File: config.mk
export PLATFORM = sky130hd
export DESIGN_NAME = ifetch
export DESIGN_NICKNAME = d
export VERILOG_FILES = /design/src/rtl/ifetch_pkg.sv /design/src/rtl/ifetch.sv
export SDC_FILE = /design/constraint.sdc
export NUM_CORES = 1
export LEC_CHECK = 0
export ABC_AREA = 1
export CAP_MARGIN = 15
export CORE_UTILIZATION = 49
export DETAILED_ROUTE_END_ITERATION = 10
export PLACE_DENSITY = 0.87
export SYNTH_ARGS = -nofsm -noshare
export SYNTH_HDL_FRONTEND = slang
export SYNTH_SLANG_ARGS = --single-unit
File: constraint.sdc
create_clock -name clk -period 3.2 [get_ports clk]
set_input_delay 0.64 -clock clk [delete_from_list [all_inputs] [get_ports clk]]
set_output_delay 0.64 -clock clk [all_outputs]
set_load 0.05 [all_outputs]
File: src/rtl/ifetch_pkg.sv
// Shared core definitions: fetch FSM encoding, instruction geometry and base opcodes.
package ifetch_pkg;

  typedef enum logic [1:0] {
    StIdle  = 2'd0,
    StFetch = 2'd1,
    StDone  = 2'd2
  } state_e;

  localparam int unsigned BytesPerInst = 4;

  localparam logic [6:0] OpLoad   = 7'b0000011;
  localparam logic [6:0] OpImm    = 7'b0010011;
  localparam logic [6:0] OpAuipc  = 7'b0010111;
  localparam logic [6:0] OpStore  = 7'b0100011;
  localparam logic [6:0] OpReg    = 7'b0110011;
  localparam logic [6:0] OpLui    = 7'b0110111;
  localparam logic [6:0] OpBranch = 7'b1100011;
  localparam logic [6:0] OpJalr   = 7'b1100111;
  localparam logic [6:0] OpJal    = 7'b1101111;

  function automatic logic [6:0] opcode_of(input logic [31:0] word);
    return word[6:0];
  endfunction

endpackage

File: src/rtl/ifetch.sv
// Byte-serial instruction fetch: reads four little-endian bytes from a byte-wide memory
// starting at pc and presents the assembled word, with per-byte timeout and flush.
module ifetch
  import ifetch_pkg::*;
#(
  parameter int unsigned ADDR_WIDTH = 8,
  parameter int unsigned INST_WIDTH = 32,
  parameter int unsigned TIMEOUT    = 15
) (
  input  logic                  clk,
  input  logic                  rst_n,
  input  logic                  en,
  input  logic                  flush,
  input  logic [ADDR_WIDTH-1:0] pc,
  output logic [ADDR_WIDTH-1:0] mem_addr,
  output logic                  mem_rd,
  input  logic [7:0]            mem_data,
  input  logic                  mem_ready,
  output logic [INST_WIDTH-1:0] inst,
  output logic                  ready,
  output logic                  busy,
  output logic                  err
);

  localparam int unsigned IdxW  = $clog2(BytesPerInst);
  localparam int unsigned WaitW = $clog2(TIMEOUT + 1);

  state_e                  state_q, state_d;
  logic [ADDR_WIDTH-1:0]   base_q, base_d;
  logic [IdxW-1:0]         idx_q, idx_d;
  logic [WaitW-1:0]        wait_q, wait_d;
  logic [INST_WIDTH-1:0]   inst_d;
  logic [ADDR_WIDTH-1:0]   mem_addr_d;
  logic                    mem_rd_d, ready_d, busy_d, err_d;

  always_comb begin
    state_d = state_q;
    base_d  = base_q;
    idx_d   = idx_q;
    wait_d  = wait_q;
    inst_d  = inst;
    ready_d = 1'b0;
    err_d   = 1'b0;

    // flush wins over everything; captured bytes stay in inst
    if (flush) begin
      state_d = StIdle;
    end else begin
      unique case (state_q)
        StIdle: begin
          if (en) begin
            state_d = StFetch;
            base_d  = pc;
            idx_d   = '0;
            wait_d  = '0;
          end
        end
        StFetch: begin
          if (mem_ready) begin
            inst_d[{idx_q, 3'b000} +: 8] = mem_data;
            idx_d  = idx_q + 1'b1;
            wait_d = '0;
            if (idx_q == IdxW'(BytesPerInst - 1)) begin
              state_d = StDone;
              ready_d = 1'b1;
            end
          end else begin
            wait_d = wait_q + 1'b1;
            if (wait_d == WaitW'(TIMEOUT)) begin
              state_d = StIdle;
              err_d   = 1'b1;
            end
          end
        end
        StDone:  state_d = StIdle;
        default: state_d = StIdle;
      endcase
    end

    mem_rd_d   = (state_d == StFetch);
    busy_d     = (state_d != StIdle);
    // address tracks the byte being read only while fetching, otherwise parks on base
    mem_addr_d = mem_rd_d ? base_d + ADDR_WIDTH'(idx_d) : base_d;
  end

  always_ff @(posedge clk) begin
    if (!rst_n) begin
      state_q  <= StIdle;
      base_q   <= '0;
      idx_q    <= '0;
      wait_q   <= '0;
      inst     <= '0;
      mem_addr <= '0;
      mem_rd   <= 1'b0;
      ready    <= 1'b0;
      busy     <= 1'b0;
      err      <= 1'b0;
    end else begin
      state_q  <= state_d;
      base_q   <= base_d;
      idx_q    <= idx_d;
      wait_q   <= wait_d;
      inst     <= inst_d;
      mem_addr <= mem_addr_d;
      mem_rd   <= mem_rd_d;
      ready    <= ready_d;
      busy     <= busy_d;
      err      <= err_d;
    end
  end

endmodule

; ---- After elaboration in Yosys (flattened, before gate mapping)
; Index checks and enable logic that the tools add are counted.
; Widths: inputs -> output; s select.
[totals]
mem_bits_ro = 0
latch_bits = 0
output_inout_bits = 44
ff_bits = 60
n_memories = 0
wordCells = 52
ramBits = 0
[op_classes]
add_sub_neg = 4
muxes = 20
magnitude_cmp = 0
multipliers = 0
div_mod_pow = 0
n_bitwise = 4
reduce_logical = 7
shift = 2
n_eq_ne = 5
[op_table]
columns = operator, n
row1 = $bwmux 32, 1
row2 = $mux 8, 4
row3 = $shift 8x7->32 const A, 1
row4 = $shiftx 8x7->32, 1
row5 = $mux 2, 8
row6 = $add 8x2->8, 1
row7 = $mux 4, 2
row8 = $pmux 2 s2, 2
row9 = $pmux 4 s2, 1
row10 = $reduce_or 4->1, 2
row11 = $neg 5->7, 1
row12 = $reduce_and 3->1, 2
row13 = $add 4x1->4 const B, 1
row14 = $eq 2x1->1 const B, 2
row15 = $eq 4x4->1 const B, 1
row16 = $not 1->1, 4
row17 = $reduce_bool 2->1, 2
row18 = $add 2x1->2 const B, 1
row19 = $eq 2x2->1 const B, 1
row20 = $logic_not 2->1, 1
row21 = $mux 1, 2
row22 = $ne 2x2->1 const B, 1

; ---- Logic depth before layout (Yosys ltp)
; Gate-level depths: netlist of the first run.
[logic_depth]
word_depth = 8
ltp_mapped = 16

; ---- Least setup slack after synthesis of the first run
; OpenSTA, ideal clock, no wires.
[synth_path]
path_type = input to register
from = in flush
to = reg mem_addr[6]
path_slack_ns = 0.703
setup_time_ns = 0.070
path_stages = 12
arrival_ns = 2.426
required_ns = 3.130
path_cell_list = nor2_2 > nand2_2 > buf_6 > o21ai_0 > inv_1 > ha_1 > fa_1 > nand3_1 > nand2_1 > nand2_1 > nand2_1 > a21oi_1
[synth_between]
elab_chain_len = 3
word_cells_on_any_way = 6
classes_between = add/sub (1) / eq/ne (1) / mux (4)
[synth_lines]
columns = item, line_no
row1 = start: declaration, ifetch.sv:13  ; input logic flush,
row2 = $mux 8, ifetch.sv:46  ; if (flush) begin
row3 = net base_d[0], ifetch.sv:29  ; logic [ADDR_WIDTH-1:0] base_q, base_d;
row4 = $add 8x2->8, ifetch.sv:83  ; mem_addr_d = mem_rd_d ? base_d + ADDR_WIDTH'(idx_d) : base_d;
row5 = $mux 8, ifetch.sv:83
row6 = end signal: assignment, ifetch.sv:104  ; mem_addr <= mem_addr_d;
row7 = end: declaration, ifetch.sv:15  ; output logic [ADDR_WIDTH-1:0] mem_addr,
; The timed path passes the listed nets, and every way through them passes these cells.
; A chain may end at the register's enable or synchronous reset.

; ---- Worst setup path after layout of the first run
[layout_path]
from = reg idx_q[0]
to = reg mem_addr[7]
[layout_between]
word_cells_on_any_way = 13
classes_between = add/sub (2) / eq/ne (2) / mux (9)
[layout_rtl]
columns = item, line_no
row1 = start: declaration, ifetch.sv:30  ; logic [IdxW-1:0] idx_q, idx_d;
row2 = start signal: assignment, ifetch.sv:101  ; idx_q <= idx_d;
row3 = $add 2x1->2, ifetch.sv:61  ; idx_d = idx_q + 1'b1;
row4 = $mux 2, ifetch.sv:59  ; if (mem_ready) begin
row5 = $pmux 2 s2, ifetch.sv:49  ; unique case (state_q)
row6 = $mux 2, ifetch.sv:46
row7 = net idx_d[1], ifetch.sv:30
row8 = $add 8x2->8, ifetch.sv:83
row9 = $mux 8, ifetch.sv:83
; The timed path passes the listed nets, and every way through them passes these cells.

==> results of run 1 <==
==> final timing paths <==
| check | start | endpoint | slack, ns | cells after the start |
|---|---|---|---|---|
| worst min-delay path | inst[20]$_SDFFE_PN0P_ | inst[20]$_SDFFE_PN0P_ | 0.46 | 2 |
| worst min register to register | inst[20]$_SDFFE_PN0P_ | inst[20]$_SDFFE_PN0P_ | 0.46 | 2 |
| worst max register to register | idx_q[0]$_SDFF_PN0_ | mem_addr[7]$_SDFF_PN0_ | 0.46 | 13 |
| worst max-delay path | idx_q[0]$_SDFF_PN0_ | mem_addr[7]$_SDFF_PN0_ | 0.46 | 13 |
==> registers in the layout, indices dropped and copies added, names as in the netlist <==
name and cells:
err 1, inst 32, state_q 2, mem_addr 8, mem_rd 1, idx_q 2, base_q 8, busy 1
wait_q 4, ready 1
==> cell families (layout without fill, tap and decap cells) <==
family / Yosys count / in the layout / share of synthesized area, %
AO/OA/AOI/OAI: 65 / 65 / 12.82
AND/OR/NAND/NOR: 179 / 179 / 29.65
flip-flops: 60 / 60 / 44.76
adder cells (fa/ha/maj): 11 / 11 / 5.408
multiplexers: 1 / 1 / 0.3730
buffers and inverters: 47 / 122 / 6.993
==> layout by cell type, fill, tap and decap left out <==
cell type / n
dfxtp_1: 60
or2_2: 1
o21ai_0: 17
nor2_2: 2
nand2_1: 91
nand4_1: 2
buf_4: 6
fa_1: 1
nand3b_1: 3
nor3_1: 6
or3_1: 9
ha_1: 10
clkinv_2: 1
clkbuf_1: 2
o21ai_1: 1
clkdlybuf4s50_1: 64
clkinv_1: 2
clkbuf_8: 10
bufinv_16: 2
nand3_1: 22
o211a_1: 3
nand2_2: 2
mux2i_1: 1
clkinvlp_4: 1
nor3_4: 1
nor2_1: 35
a2bb2oi_1: 1
inv_1: 34
a21oi_1: 43
or3b_2: 5
==> final cells by class <==
| class | count | share of cell area [%] |
|---|---|---|
| Multi-Input combinational cell | 256 | 35.75 |
| Sequential cell | 60 | 33.16 |
| Timing Repair Buffer | 70 | 18.93 |
| Clock buffer | 12 | 4.007 |
| Inverter | 36 | 3.731 |
| Tap cell | 70 | 2.418 |
| Clock inverter | 4 | 2.003 |
==> worst reg2reg max path: stages, from the launching register on <==
cell	delay (ns)
dfxtp_1	0.49
clkinv_1	0.32
ha_1	0.62
nand2_1	0.15
nand2_1	0.14
ha_1	0.24
a21oi_1	0.20
inv_1	0.10
nand3_1	0.12
inv_1	0.05
nand3_1	0.07
nand2_1	0.05
nand2_1	0.05
inv_1	0.03
==> power by group through the flow <==
stage | Sequential, uW | Combinational [uW] | Clock, uW
after floorplan | 828 | 73.1 | 0
after global routing | 775 | 205 | 801
after detailed placement | 790 | 185 | 0
final | 774 | 188 | 752
after CTS | 774 | 188 | 759
after global placement | 790 | 181 | 0
==> per-layer routing <==
layer / track usage, % / up-vias / share of wire [%]
li1: - / 1323 / -
met1: 29.27 / 1157 / 42
met2: 37.73 / 129 / 47
met3: 4.311 / 22 / 8.1
met4: 12.50 / 0 / 2.5
met5: 0 / - / 0
==> metrics by stage <==
stage | instance area, sq um | power, uW
finish | 3622 | 1714
global route | 3622 | 1780
CTS | 3622 | 1721
detailed placement | 3405 | 974.8
global placement | 3405 | 971.0
floorplan | 2684 | 901.1
==> summary.md, run 1 <==
| Metric | Value |
|---|---|
| Syn Area/Cell | 7.393 sq um |
| CP top delay family | adder cells |
| Largest net degree at the start of global routing | 24 |
| CP required | 3.45 ns |
| Core ar. | 0.005205 sq mm |
| Hold_ws | 0.4647 ns |
| DRC | 0 |
| Initial DRC count | 269 |
| Placed Cells | 492 |
| Clock Tree Buf Depth | 2 |
| Final Non-Filler Cells | 508 |
| Worst skew pair latency | 0.35 ns |
| GRT Util Overall | 23.24% |
| Worst Slack Setup Final | 0.4566 ns |
| Finished Core Util | 69.59% |
| Clock period minus worst slack | 2.743 ns |
| Diode count | 0 |
| Post-route clock period utilization | 85.73% |
| Horiz. Die Dim | 76.01 um |
| Final hold vios | 0 |
| First-pass GRT wire length | 10700 um |
| Per-cell routed wire length | 12.55 um |
| Worst relative slew slack | 48.72% |
| Combinational Power Share | 11.0% |
| Sequential share of the synthesized area | 44.76% |
| Worst stage delay on the critical path | 0.62 ns |
| Resized Gates After CTS | 0 |
| Peak VDD IR | 258.9 uV |
| Register share of total power | 45.1% |
| Place WS | 0.2749 ns |
| Multi-input gate area | 0.001295 sq mm |
| Setup Skew | 0.007732 ns |
| CP cell instances | clkinv_1 -> ha_1 -> nand2_1 -> nand2_1 -> ha_1 -> a21oi_1 -> inv_1 -> nand3_1 -> inv_1 -> nand3_1 -> nand2_1 -> nand2_1 -> inv_1 |
| Slowest CP cell | ha_1 |
| Grt ovf | 0 |
| Unique masters post-synth | 26 |
| Root Driver | clkbuf_8 |
| Mapped cell area | 0.002684 sq mm |
| First drt pass iteration count | 5 |
| Post-Synthesis Cells | 363 |
| Startpoint Class | flop |
| Standard-cell rows | 26 |
| PwrDens | 473.2 mW/mm^2 |
| Die Y | 76.01 um |
| Number of buffers created by CTS | 9 |
| Switching share of power | 24.54% |
| Fmax | 364.5 MHz |
| Storage element area | 0.001201 sq mm |
| # setup viols final | 0 |
| Layout net count | 465 |
| Critical Path Fanout Max | 15 |
| Total net switching power | 420.6 uW |
| Max cap viols | 0 |
| Setup crit end kind | flop |
| Post-CTS setup repair buffer count | 0 |
| Clk sinks | 60 |
| Data arrival, critical path | 2.99 ns |
| WS Path Type | reg -> reg |
| Area leader, netlist | dfxtp_1 |
| Top cells by area, synth | dfxtp_1 (45%), nand2_1 (13%), a21oi_1 (8.0%) |
| Routed WL | 6373 um |
| Synth top area share | 44.76% |
| Vias per cell | 5.179 |
| Setup_tns | 0 ns |
| Hold Buf Count CTS | 0 |
| Area delta synth->final | 34.96% |
| Ys async rst share | 0% |
| Worst path bufs/invs | 4 |
| DP HPWL | 4437 um |
| Share of layout cells above drive strength 1 | 7.078% |
| Final GP Congestion | 0.8473 |
| Vias | 2631 |
| Post-synth EDFFs | 0 |
| Most frequent cell after synthesis | nand2_1 |
| Top FF cell, synth | dfxtp_1 |
| Worst min-delay path class | reg -> reg |
| Initial Util | 51.56% |
| Fill cells | 424 |
| Post-Syn Nets | 395 |
| Status | finished, final reports clean |
| TritonCTS clock tree | built |
| Port Buf Inserts | 64 |
| CP dominant cell by count | nand2_1 |
| Post-route ant nets | 0 |
| Clk slew on worst S/H paths | 0.06 ns |
| P_leak | 0.001487 uW |
| Clock share of power | 43.9% |
| H-tree depth | 3 |
| Final Max Tran Viols | 0 |
| Vias in the first global route | 2378 |
| Worst-Margin Slew | 0.7634 ns |
| Cell Int Power | 1293 uW |
| Synth warn | 0 |
| Yosys reg bits | 60 |
| RSZ-0062 raised after global routing | no |
| Initial antenna violation count | 0 |
| IO Count | 65 |
| Commonest cells in the netlist | nand2_1 (91), dfxtp_1 (60), a21oi_1 (43), nor2_1 (35), inv_1 (34) |
| DIE AREA | 0.005778 sq mm |
(Power assumes the default switching activity.)
==> run 2, diff against run 1 <==
CAP_MARGIN = 20   (was 15)
CORE_UTILIZATION = 50   (was 49)
DONT_BUFFER_PORTS = 1   (was not set)
PLACE_DENSITY = 0.73   (was 0.87)
==> run 2 against run 1 <==
Total power down 8.9%. Wire length is 5.5% lower. Fmax increased by 8.4%. Flip-flop and latch count unchanged. Sequential power grew 5.0%. Die area decreased by 2.0%. Non-clock buffer count fell by 68. Critical path depth did not move. Via count shrank 11%. Worst hold slack worse by 0.041 ns. Clock skew is 0.0021 ns higher. Largest cell class unchanged.
==> summary.md, run 2 (same netlist as run 1, synthesis figures left out) <==
| Metric | Value |
|---|---|
| P_leak | 0.001223 uW (was 0.001487 uW) |
| Data arrival, critical path | 2.78 ns (was 2.99 ns) |
| Initial Util | 52.22% (was 51.56%) |
| GRT Util Overall | 22.89% (was 23.24%) |
| Most flop-heavy register | inst (unchanged) |
| DR WL met3 | 498 um (was 515 um) |
| RSZ-0062 raised after global routing | no (unchanged) |
| Root Driver | clkbuf_8 (unchanged) |
| # setup viols final | 0 (unchanged) |
| WS Path Type | reg -> reg (unchanged) |
| Grt ovf | 0 (unchanged) |
| Most frequent cells in the layout | nand2_1 (91), dfxtp_1 (60), a21oi_1 (43) (was nand2_1 (91), clkdlybuf4s50_1 (64), dfxtp_1 (60)) |
| Area delta synth->final | 8.998% (was 34.96%) |
| DP HPWL | 4292 um (was 4437 um) |
| Port Buf Inserts | 0 (was 64) |
| Largest registers | inst: 32 flops, base_q: 8 flops, mem_addr: 8 flops (unchanged) |
| Final hold vios | 0 (unchanged) |
| Standard-cell rows | 26 (unchanged) |
| Post-CTS setup repair buffer count | 0 (unchanged) |
| DIE AREA | 0.005665 sq mm (was 0.005778 sq mm) |
| Max cap viols | 0 (unchanged) |
| PwrDens | 533.9 mW/mm^2 (was 473.2 mW/mm^2) |
| Clk slew on worst S/H paths | 0.07 ns (was 0.06 ns) |
| Worst skew pair latency | 0.34 ns (was 0.35 ns) |
| Horiz. Die Dim | 75.27 um (was 76.01 um) |
| Fill cells | 497 (was 424) |
| Resized Gates After CTS | 0 (unchanged) |
| Post-route ant nets | 0 (unchanged) |
| Vias | 2344 (was 2631) |
| Commonest non-fill, non-tap cell in the layout | nand2_1 (unchanged) |
| Routed WL | 6023 um (was 6373 um) |
| Met1 WL | 2619 um (was 2672 um) |
| H-tree depth | 3 (unchanged) |
| WL met2 | 2784 um (was 3026 um) |
| Vias in the first global route | 2178 (was 2378) |
| Diode count | 0 (unchanged) |
| Setup Skew | 0.009811 ns (was 0.007732 ns) |
| DRC | 0 (unchanged) |
| Layout net count | 397 (was 465) |
| Core ar. | 0.005140 sq mm (was 0.005205 sq mm) |
| Per-cell routed wire length | 13.69 um (was 12.55 um) |
| Startpoint Class | flop (unchanged) |
| Fmax | 395.2 MHz (was 364.5 MHz) |
| Post-route clock period utilization | 79.07% (was 85.73%) |
| Number of buffers created by CTS | 9 (unchanged) |
| First-pass GRT wire length | 9749 um (was 10700 um) |
| Initial DRC count | 134 (was 269) |
| IO Count | 65 (unchanged) |
| Setup crit end kind | flop (unchanged) |
| Share of layout cells above drive strength 1 | 7.838% (was 7.078%) |
| Initial antenna violation count | 0 (unchanged) |
| Worst-Margin Slew | 0.8647 ns (was 0.7634 ns) |
| Clock period minus worst slack | 2.530 ns (was 2.743 ns) |
| TritonCTS clock tree | built (unchanged) |
| Vias per cell | 5.327 (was 5.179) |
| First drt pass iteration count | 4 (was 5) |
| Max FFs per register | 32 (unchanged) |
| Clock Tree Buf Depth | 2 (unchanged) |
| Final GP Congestion | 0.8643 (was 0.8473) |
| Final Non-Filler Cells | 440 (was 508) |
| Status | finished, final reports clean (unchanged) |
| Hold Buf Count CTS | 0 (unchanged) |
| Peak VDD IR | 286.0 uV (was 258.9 uV) |
| CP required | 3.45 ns (about the same) |
| Largest net degree at the start of global routing | 28 (was 24) |
| Critical Path Fanout Max | 15 (unchanged) |
| Worst min-delay path class | in -> reg (was reg -> reg) |
| Placed Cells | 424 (was 492) |
| Die Y | 75.27 um (was 76.01 um) |
| Worst relative slew slack | 42.29% (was 48.72%) |
| Clk sinks | 60 (unchanged) |
| Final Max Tran Viols | 0 (unchanged) |
| Highest Signal Layer | met4 (unchanged) |
| Setup_tns | 0 ns (unchanged) |
-- run 2: cell types whose count changed in the layout (fill, tap and decap cells not counted), moves of 2 or more --
cell             before  now
clkinvlp_4            1    3
clkbuf_1              2    0
clkinv_2              1    3
clkdlybuf4s50_1      64    0
buf_4                 6    2
-- run 2: worst max-delay path: stages, from the launching register on --
cell and delay, ns:
dfxtp_1 0.52, clkinv_1 0.14, ha_1 0.57, nand2_1 0.14, nand2_1 0.15, ha_1 0.25
a21oi_1 0.21, inv_1 0.09, nand3_1 0.12, inv_1 0.05, nand3_1 0.07, nand2_1 0.05
nand2_1 0.05, inv_1 0.03
-- run 2: per-stage QoR --
stage / instance area [sq um] / setup slack (ns) / total power (uW) / hold slack, ns / util [%]
finish: 2925 / 0.6699 / 1562 / 0.4237 / 56.91
global route: 2925 / 0.4000 / 1629 / 0.4273 / 56.91
CTS: 2925 / 0.7080 / 1570 / 0.4177 / 56.91
detailed placement: 2734 / 0.3942 / 917.8 / 0.4816 / 53.19
global placement: 2734 / 0.4468 / 915.9 / 0.4813 / 53.19
floorplan: 2684 / 0.7034 / 901.1 / 0.4584 / -
-- run 2: worst paths after layout --
path / start / end / slack [ns] / cells after the start
hold / removal: rst_n / inst[5]$_SDFFE_PN0P_ / 0.42 / 2
setup reg to reg: idx_q[0]$_SDFF_PN0_ / mem_addr[7]$_SDFF_PN0_ / 0.67 / 13
setup / recovery: idx_q[0]$_SDFF_PN0_ / mem_addr[7]$_SDFF_PN0_ / 0.67 / 13
hold reg to reg: wait_q[3]$_SDFFE_PN0P_ / wait_q[3]$_SDFFE_PN0P_ / 0.49 / 2
-- run 2: metal layers --
metal,track usage [%],vias to the layer above
met3,7.764,14
met5,0,-
met4,8.848,0
li1,-,1187
met1,27.92,1055
met2,37.44,88
-- run 2: report_power, final --
group,switching (uW),internal (uW)
logic,62.3,25.8
registers,47.4,766
clock network,306,354
-- run 2: layout make-up --
cell class | instances | area, sq um | area share, %
clock buffers | 9 | 123.9 | 4.234
clock inverters | 7 | 67.56 | 2.310
inverters | 36 | 135.1 | 4.619
multi-input cells | 256 | 1295 | 44.27
flip-flops and latches | 60 | 1201 | 41.06
well taps | 70 | 87.58 | 2.994
repair buffers | 2 | 15.01 | 0.5133
